**src/rtl/mipse_cpu.sv**
```systemverilog
// mipse_cpu: single-cycle 32-bit MIPS-subset core with Harvard memory ports.
// One instruction is fetched, executed and retired per rising edge of clk.
// Ports:
//   clk, rst_n   clock and asynchronous active-low reset
//   instr        instruction word at pc (combinational imem read)
//   readdata     data word at aluresult (combinational dmem read)
//   pc           current instruction address
//   aluresult    ALU output, also the data-memory byte address
//   writedata    store data (rt register value)
//   memwrite     high for sw; dmem commits on the rising edge

// mipse_regfile: 32 x DATA_W register file, two combinational reads, one write.
// Ports: clk, rst_n, we/wa/wd write port, ra1/ra2 read addresses, rd1/rd2 data.
module mipse_regfile #(
  parameter int DATA_W = 32
) (
  input  logic              clk,
  input  logic              rst_n,
  input  logic              we,
  input  logic [4:0]        ra1,
  input  logic [4:0]        ra2,
  input  logic [4:0]        wa,
  input  logic [DATA_W-1:0] wd,
  output logic [DATA_W-1:0] rd1,
  output logic [DATA_W-1:0] rd2
);
  logic [DATA_W-1:0] rf [32];

  always_ff @(posedge clk or negedge rst_n) begin
    if (!rst_n) begin
      for (int i = 0; i < 32; i++) rf[i] <= '0;
    end else if (we && (wa != 5'd0)) begin
      rf[wa] <= wd;
    end
  end

  // Register 0 is hard-wired to zero on the read side as well.
  assign rd1 = (ra1 == 5'd0) ? '0 : rf[ra1];
  assign rd2 = (ra2 == 5'd0) ? '0 : rf[ra2];
endmodule

module mipse_cpu #(
  parameter int DATA_W = 32
) (
  input  logic              clk,
  input  logic              rst_n,
  input  logic [DATA_W-1:0] instr,
  input  logic [DATA_W-1:0] readdata,
  output logic [DATA_W-1:0] pc,
  output logic [DATA_W-1:0] aluresult,
  output logic [DATA_W-1:0] writedata,
  output logic              memwrite
);
  logic [DATA_W-1:0] pc_q, pc_d;
  logic [5:0]        op, funct;
  logic [4:0]        rs, rt, rd, shamt, wa;
  logic [DATA_W-1:0] sext_imm, zext_imm, pc_plus4, br_target, jmp_target;
  logic [DATA_W-1:0] rs_val, rt_val, alu_res, result;
  logic [7:0]        lb_byte;
  logic              reg_we, mem_wr, lw_op, lb_op, link;

  assign op       = instr[31:26];
  assign rs       = instr[25:21];
  assign rt       = instr[20:16];
  assign rd       = instr[15:11];
  assign shamt    = instr[10:6];
  assign funct    = instr[5:0];
  assign sext_imm = {{(DATA_W-16){instr[15]}}, instr[15:0]};
  assign zext_imm = {{(DATA_W-16){1'b0}}, instr[15:0]};

  assign pc_plus4   = pc_q + DATA_W'(4);
  assign br_target  = pc_plus4 + {sext_imm[DATA_W-3:0], 2'b00};
  assign jmp_target = {pc_plus4[DATA_W-1:28], instr[25:0], 2'b00};

  mipse_regfile #(.DATA_W(DATA_W)) rfile_1 (
    .clk  (clk),
    .rst_n(rst_n),
    .we   (reg_we),
    .ra1  (rs),
    .ra2  (rt),
    .wa   (wa),
    .wd   (result),
    .rd1  (rs_val),
    .rd2  (rt_val)
  );

  always_comb begin
    alu_res = '0;
    reg_we  = 1'b0;
    wa      = rt;
    mem_wr  = 1'b0;
    lw_op   = 1'b0;
    lb_op   = 1'b0;
    link    = 1'b0;
    pc_d    = pc_plus4;
    case (op)
      6'h00: begin
        wa     = rd;
        reg_we = 1'b1;
        case (funct)
          6'h20, 6'h21: alu_res = rs_val + rt_val;
          6'h22, 6'h23: alu_res = rs_val - rt_val;
          6'h24:        alu_res = rs_val & rt_val;
          6'h25:        alu_res = rs_val | rt_val;
          6'h26:        alu_res = rs_val ^ rt_val;
          6'h27:        alu_res = ~(rs_val | rt_val);
          6'h2a:        alu_res = {{(DATA_W-1){1'b0}}, $signed(rs_val) < $signed(rt_val)};
          6'h2b:        alu_res = {{(DATA_W-1){1'b0}}, rs_val < rt_val};
          6'h00:        alu_res = rt_val << shamt;
          6'h02:        alu_res = rt_val >> shamt;
          6'h03:        alu_res = $unsigned($signed(rt_val) >>> shamt);
          6'h08: begin
            reg_we = 1'b0;
            pc_d   = rs_val;
          end
          default:      reg_we = 1'b0;
        endcase
      end
      6'h08, 6'h09: begin alu_res = rs_val + sext_imm; reg_we = 1'b1; end
      6'h0a: begin
        alu_res = {{(DATA_W-1){1'b0}}, $signed(rs_val) < $signed(sext_imm)};
        reg_we  = 1'b1;
      end
      6'h0b: begin
        alu_res = {{(DATA_W-1){1'b0}}, rs_val < sext_imm};
        reg_we  = 1'b1;
      end
      6'h0c: begin alu_res = rs_val & zext_imm; reg_we = 1'b1; end
      6'h0d: begin alu_res = rs_val | zext_imm; reg_we = 1'b1; end
      6'h0e: begin alu_res = rs_val ^ zext_imm; reg_we = 1'b1; end
      6'h0f: begin alu_res = {instr[15:0], 16'h0000}; reg_we = 1'b1; end
      6'h23: begin alu_res = rs_val + sext_imm; reg_we = 1'b1; lw_op = 1'b1; end
      6'h20: begin alu_res = rs_val + sext_imm; reg_we = 1'b1; lb_op = 1'b1; end
      6'h2b: begin alu_res = rs_val + sext_imm; mem_wr = 1'b1; end
      6'h04: if (rs_val == rt_val) pc_d = br_target;
      6'h05: if (rs_val != rt_val) pc_d = br_target;
      6'h02: pc_d = jmp_target;
      6'h03: begin
        pc_d   = jmp_target;
        reg_we = 1'b1;
        wa     = 5'd31;
        link   = 1'b1;
      end
      default: ;
    endcase
  end

  // Little-endian byte lane pick for lb.
  always_comb begin
    case (alu_res[1:0])
      2'd0:    lb_byte = readdata[7:0];
      2'd1:    lb_byte = readdata[15:8];
      2'd2:    lb_byte = readdata[23:16];
      default: lb_byte = readdata[31:24];
    endcase
  end

  always_comb begin
    if (link)       result = pc_plus4;
    else if (lw_op) result = readdata;
    else if (lb_op) result = {{(DATA_W-8){lb_byte[7]}}, lb_byte};
    else            result = alu_res;
  end

  always_ff @(posedge clk or negedge rst_n) begin
    if (!rst_n) pc_q <= '0;
    else        pc_q <= pc_d;
  end

  assign pc        = pc_q;
  assign aluresult = alu_res;
  assign writedata = rt_val;
  assign memwrite  = mem_wr;
endmodule

```
**config.mk**
```make
export PLATFORM = sky130hd
export DESIGN_NAME = mipse_cpu
export DESIGN_NICKNAME = d
export VERILOG_FILES = /design/src/rtl/mipse_cpu.sv
export SDC_FILE = /design/constraint.sdc
export NUM_CORES = 2
export LEC_CHECK = 0
export CAP_MARGIN = 40
export CORE_ASPECT_RATIO = 1.2
export CORE_UTILIZATION = 35
export CTS_BUF_LIST = sky130_fd_sc_hd__clkbuf_16
export DETAILED_ROUTE_END_ITERATION = 8
export DONT_BUFFER_PORTS = 1
export PLACE_DENSITY = 0.54
export SLEW_MARGIN = 20
export SYNTH_ARGS = -nofsm -noshare
export SYNTH_HDL_FRONTEND = slang
export SYNTH_SLANG_ARGS = --single-unit
```
**constraint.sdc**
```tcl
create_clock -name clk -period 19.4 [get_ports clk]
set_input_delay 3.88 -clock clk [delete_from_list [all_inputs] [get_ports clk]]
set_output_delay 3.88 -clock clk [all_outputs]
set_load 0.02 [all_outputs]
```
[After elaboration in Yosys (flattened, before gate mapping)]
Index checks and enable logic that the tools add are counted.
Storage, ports and cells
  bits in registers: 1056
  input bits: 66
  output and inout port bits: 97
  logic and storage cells: 133
Operators by class
  add/subtract/negate cells: 5
  magnitude comparators: 8
  equal/unequal tests: 32
  shift operators: 3
  muxes and demuxes: 28
  bitwise gates (word level): 10
  reduce and logical (&&, ||, !) cells: 14
Operator list (number)
  bitwise mux 1024 bit: 1
  2-to-1 mux 32 bit: 13
  case mux 32 bit (11 select lines): 1
  binary-select mux 32 bit (select 5 bit): 2
  case mux 32 bit (8 select lines): 1
  demux 32 bit (select 5 bit): 1
  case mux 32 bit (4 select lines): 1
  adder 32 bit: 3
  less-than comparator 32 bit: 3
  == test 6 bit, second input constant: 13
  == test 6 x 4 -> 1 bit, second input constant: 9
  adder 32 x 3 -> 32 bit, second input constant: 1
  AND 32 x 16 -> 32 bit: 1
  AND 32 bit: 1
  == test 32 bit: 1
  less-than comparator 32 x 16 -> 1 bit: 1
  inequality test 32 bit: 1
  inverter 32 bit: 1
  bitwise OR 32 x 16 -> 32 bit: 1
  bitwise OR 32 bit: 1
  left shift 32 x 5 -> 32 bit: 1
  >> shifter 32 x 5 -> 32 bit: 1
  >>> shifter 32 x 5 -> 32 bit: 1
  subtractor 32 bit: 1
  22 further kinds: 39

[Depth between registers and ports, before layout]
  depth after elaboration: 15
  gate-level depth with buffers: 32
  gate-level depth less buffers: 23

[Modules after synthesis]
A second synthesis with hierarchy kept.
Second synthesis, totals
  cells, all modules: 5993
  area total of the unflattened synthesis: 72154.2 um^2
Modules (own cells, without submodules)
  mipse_regfile: instances 1, cells an instance 3514, area each 54161.9 um^2, seq. area each 25624.6 um^2
  mipse_cpu: instances 1, cells an instance 2479, area each 17992.3 um^2, seq. area each 800.8 um^2

[Worst setup path before layout]
OpenSTA, ideal clock, no wires.
  path type: input-to-output
  start point: in instr[22]
  end point: out aluresult[28]
  arrival time: 10716 ps
  data required time: 15520 ps
  path slack: 4804 ps
  stages: 28
  buffers on the path: 9
  cell sequence: buf_4 -> buf_2 -> clkbuf_1 -> buf_2 -> buf_2 -> buf_1 -> clkbuf_1 -> clkbuf_1 -> clkbuf_1 -> mux4_2 -> mux4_2 -> mux2i_1 -> or2_2 -> inv_1 -> ha_1 -> inv_1 -> fa_1 -> or2_2 -> a221oi_1 -> o211ai_1 -> a2111oi_0 -> or2_2 -> a311oi_1 -> o41ai_1 -> a22o_1 -> a21oi_1 -> xnor2_1 -> o221ai_1
Between the ends
  longest elaborated chain between the ends: 9
  elaborated cells between the ends (all ways): 18
  classes of those cells: add/sub (3); mux (6); bitwise (8); reduce/logical (1)
Ends and longest elaborated chain
  from (decl): line 47  | input logic [DATA_W-1:0] instr,
  inverter 5 -> 6 bit (not written as such): line 38  | assign rd1 = (ra1 == 5'd0) ? '0 : rf[ra1];
  binary-select mux 32 bit (select 5 bit): line 38
  2-to-1 mux 32 bit (not written as such) (2 in a row): line 38
  2-to-1 mux 32 bit (*): line 38
  parallel branches: the longest is 3 deep, another holds subtractor 32 bit
  case mux 32 bit (8 select lines) (*): line 96  | case (op)
  to (decl): line 50  | output logic [DATA_W-1:0] aluresult,
Every way passes the cells marked *. The select of a mux whose other input is x is not followed.

[Worst setup path in the final report]
  start point: in instr[16]
  end point: out aluresult[22]
Between the ends
  longest elaborated chain between the ends: 9
  elaborated cells between the ends (all ways): 17
  classes of those cells: add/sub (2); shift (3); mux (6); bitwise (5); reduce/logical (1)
Ends and longest elaborated chain
  inverter 5 -> 6 bit (not written as such): line 39  | assign rd2 = (ra2 == 5'd0) ? '0 : rf[ra2];
  binary-select mux 32 bit (select 5 bit): line 39
  2-to-1 mux 32 bit (not written as such) (2 in a row): line 39
  2-to-1 mux 32 bit (*): line 39
  parallel branches: the longest is 2 deep, another holds subtractor 32 bit
  case mux 32 bit (11 select lines) (*): line 100  | case (funct)
  case mux 32 bit (8 select lines) (*): line 96
Marks and branches as above.

==> metrics.md <==
| Metric | Value |
|---|---|
| Final Util | `0.383` |
| Placed Area | `74100 µm²` |
| Gr usage total | `0.313` |
| Layout cell share with drive strength beyond 1 | `0.156` |
| Worst flop-to-flop path endpoint | `rfile_1.rf[262]` |
| Skew-Pair Late Insertion Delay | `0.79 ns` |
| Initial antenna violation count | `15` |
| Final ANT Viol Nets | `0` |
| Area of the core | `203000 µm²` |
| Die X | `414 µm` |
| Seq/Total Area, Yosys | `0.370` |
| Yosys warnings | `0` |
| FMAX | `63.9 MHz` |
| Critical path origin | `instr[16]` |
| Die footprint | `206000 µm²` |
| # rows | `181` |
| Largest net degree at the start of global routing | `398` |
| Setup TNS | `0 ns` |
| Total CTS buffers | `108` |
| Final Cycle Share | `0.807` |
| Slew Viols, Final | `0` |
| First drt pass iteration count | `8` |
| Final min period | `15.65 ns` |
| FF+latch count, synth | `1056` |
| Crit Path Class | `input pin to output port` |
| HPWL after detailed placement | `228000 µm` |
| # fillers | `20.2k` |
| # hold bufs at CTS | `0` |
| GP Congestion | `1.05` |
| Netlist area before placement | `71400 µm²` |
| Final worst setup slack | `3.75 ns` |
| Worst endpoint required time | `15.52 ns` |
| P_leak | `32.8 nW` |
| Outcome | `completed` |
| Fin area | `77700 µm²` |
| Vias | `61.8k` |
| # H-tree levels | `3` |
| Crit end category | `output port` |
| Final wirelength | `329000 µm` |
| Die Height | `497 µm` |
| Worst Hold Class | `flop to flop` |
| Worst R2R Path Depth | `20` |
| Total power | `5.75 mW` |
| Final Net Count | `7356` |
| Syn Area/Cell | `9.67 µm²` |
| FF-to-FF Start | `rfile_1.rf[529]` |
| Buffer count from post-CTS setup fixing | `0` |
| DP Worst Slack | `4.33 ns` |
| DR WL/cell | `33.6 µm` |
| IO Port Bufs | `0` |
| WP data arrival | `11.77 ns` |
| Clk root buf | `clkbuf_16` |
| Max-cap violations | `0` |
| CP Capture Point | `aluresult[22]` |
| CTS Buffer Depth | `3` |
| Post_cts resized | `0` |
| Distinct cells, synth | `113` |
| Prevailing post-synth register cell | `dfrtp_1` |
| Synthesized netlist cell count | `7386` |
| Clk pin slew, worst setup/hold paths | `0.06 ns` |
| Relative slew slack | `0.264` |
| Async set or reset register ratio after synthesis | `1.00` |
| Register-to-Register Setup Slack | `10.86 ns` |
| CTS tree | `yes` |
| Unrepaired setup endpoints after global routing | `no` |
| Crit path max fanout | `127` |
| Final hold viol count | `0` |
| First-pass GRT wire length | `465000 µm` |
| Detailed-route DRC error count | `0` |
| Power per cell area | `73.9 nW/µm²` |
| Io pins | `163` |
| Worst-Margin Slew | `1.10 ns` |
| Initial Util | `0.352` |
| Clock Skew | `0.0964 ns` |
| EDFF count, synth | `0` |
| Vias per cell | `6.30` |
| Initial drt markers | `7123` |
| CTS sink count | `1056` |
| Post-synthesis net count | `7670` |
| Vias in the first global route | `60.1k` |
| Worst VDD drop | `0.0000639 V` |
| Crit start category | `input pin` |
| Final setup violation count | `0` |
| Global route overflow | `0` |
| Area growth, synth to finish | `8.81%` |
metal layers:
| layer | routed length [µm] | track usage | vias up |
|---|---|---|---|
| met1 | 125000 | 0.379 | 31300 |
| met4 | 27700 | 0.224 | 4 |
| met5 | 23 | 0 | - |
| met2 | 151000 | 0.498 | 3113 |
| li1 | - | - | 26500 |
| met3 | 26000 | 0.0629 | 918 |
cell usage after synthesis (13+ instances only):
| library cell | number | area (µm²) |
|---|---|---|
| nor3_1 | 72 | 360 |
| clkbuf_2 | 21 | 105 |
| nand4_1 | 52 | 325 |
| a221o_1 | 17 | 170 |
| a31oi_1 | 44 | 275 |
| buf_6 | 39 | 439 |
| or2_2 | 27 | 169 |
| a22oi_1 | 193 | 1450 |
| mux2i_1 | 402 | 4020 |
| mux2_2 | 143 | 1610 |
| and2_1 | 28 | 175 |
| nand3_1 | 98 | 490 |
| a221oi_1 | 45 | 394 |
| nand2_1 | 1178 | 4420 |
| clkbuf_1 | 457 | 1720 |
| o32ai_1 | 13 | 114 |
| o21ai_0 | 870 | 4350 |
| a21oi_1 | 353 | 1770 |
| o21bai_1 | 23 | 173 |
| nor2_1 | 367 | 1380 |
| a311oi_1 | 15 | 131 |
| o21a_1 | 25 | 188 |
| o31ai_1 | 22 | 165 |
| nand2b_1 | 33 | 206 |
| xor2_1 | 41 | 359 |
| a22o_1 | 25 | 219 |
| a211o_1 | 13 | 114 |
| nor4_1 | 15 | 93.8 |
| o22ai_1 | 52 | 325 |
| inv_1 | 162 | 608 |
| buf_1 | 44 | 165 |
| a21o_1 | 24 | 180 |
| mux4_2 | 426 | 9590 |
| o221ai_1 | 29 | 254 |
| dfrtp_1 | 1056 | 26400 |
| and3_1 | 19 | 119 |
| xnor2_1 | 59 | 517 |
| ha_1 | 214 | 2680 |
| nor2b_1 | 38 | 238 |
| a221oi_2 | 13 | 195 |
| o21ai_1 | 183 | 916 |
| buf_2 | 90 | 450 |
| a211oi_1 | 50 | 375 |
| o211ai_1 | 36 | 270 |
| or3_1 | 22 | 138 |
worst min-delay path by stage:
stage	end	depth (start not counted)	startpoint	slack, ns
after floorplan	rfile_1.rf[1017]	1	rfile_1.rf[1017]	0.42
after global placement	rfile_1.rf[1017]	0	rfile_1.rf[1017]	0.37
after detailed placement	rfile_1.rf[1017]	0	rfile_1.rf[1017]	0.36
after CTS	rfile_1.rf[1023]	0	rfile_1.rf[1023]	0.38
after global routing	rfile_1.rf[1023]	0	rfile_1.rf[1023]	0.38
final	rfile_1.rf[1017]	0	rfile_1.rf[1017]	0.38
flip-flops by register name, indices dropped and copies added (netlist names):
register and cells:
pc 32, rfile_1.rf 1024
cells by family after synthesis:
kind of cell | share of synthesized area
AOI/OAI and AO/OA | 0.187
xor gates and xnor gates | 0.0123
muxes | 0.214
adders and majority gates | 0.0386
and+or+nand+nor | 0.123
buffers and inverters | 0.0545
DFF | 0.370
layout by cell type (no fill, tap or decap), drive strengths merged, types with 54 or more instances in the layout:
cell type	n
mux2	144
clkbuf	116
mux4	429
o21ai	1054
buf	247
a211oi	54
nand3	104
dfrtp	1056
nand2	1180
nor2	367
xnor2	59
ha	214
nor3	80
a21oi	354
inv	200
a22oi	195
mux2i	402
a221oi	58
metrics by stage:
step | hold WS, ns | std cells
6_report | 0.385 | 9810
5_1_grt | 0.384 | 9809
4_1_cts | 0.379 | 9792
3_5_place_dp | 0.364 | 9599
3_3_place_gp | 0.365 | 9543
2_1_floorplan | 0.425 | 7386
power breakdown:
group,switching (mW),leakage (nW),internal [mW],total [mW]
clock network,0.955,1.79,1.15,2.11
logic,0.780,16.4,0.431,1.21
registers,0.124,14.6,2.30,2.42
total,1.86,32.8,3.89,5.75
final cells by class:
type / instances / area [µm²] / share of cell area
flip-flops and latches: 1056 / 26400 / 0.340
diodes: 2 / 5.00 / 0.0000644
repair buffers: 256 / 2420 / 0.0312
multi-input cells: 5482 / 41400 / 0.533
clock buffers: 109 / 2730 / 0.0351
well taps: 2653 / 3320 / 0.0427
clock inverters: 84 / 731 / 0.00940
inverters: 168 / 631 / 0.00812
critical path, stage by stage:
cell	delay, ns
buf_16	0.59
buf_16	0.65
mux4_2	0.59
a22o_1	0.24
a221oi_1	0.66
o221ai_1	0.58
nand2_1	0.43
ha_1	0.42
nor3_1	0.24
o211ai_1	0.15
a2111oi_0	0.83
o21ai_0	0.18
a31o_2	0.31
o2bb2ai_1	0.14
nor4_1	0.59
nor4_1	0.14
o31ai_1	0.52
a21oi_1	0.15
inv_1	0.27
Note: power is estimated with default switching activity, not from simulation.
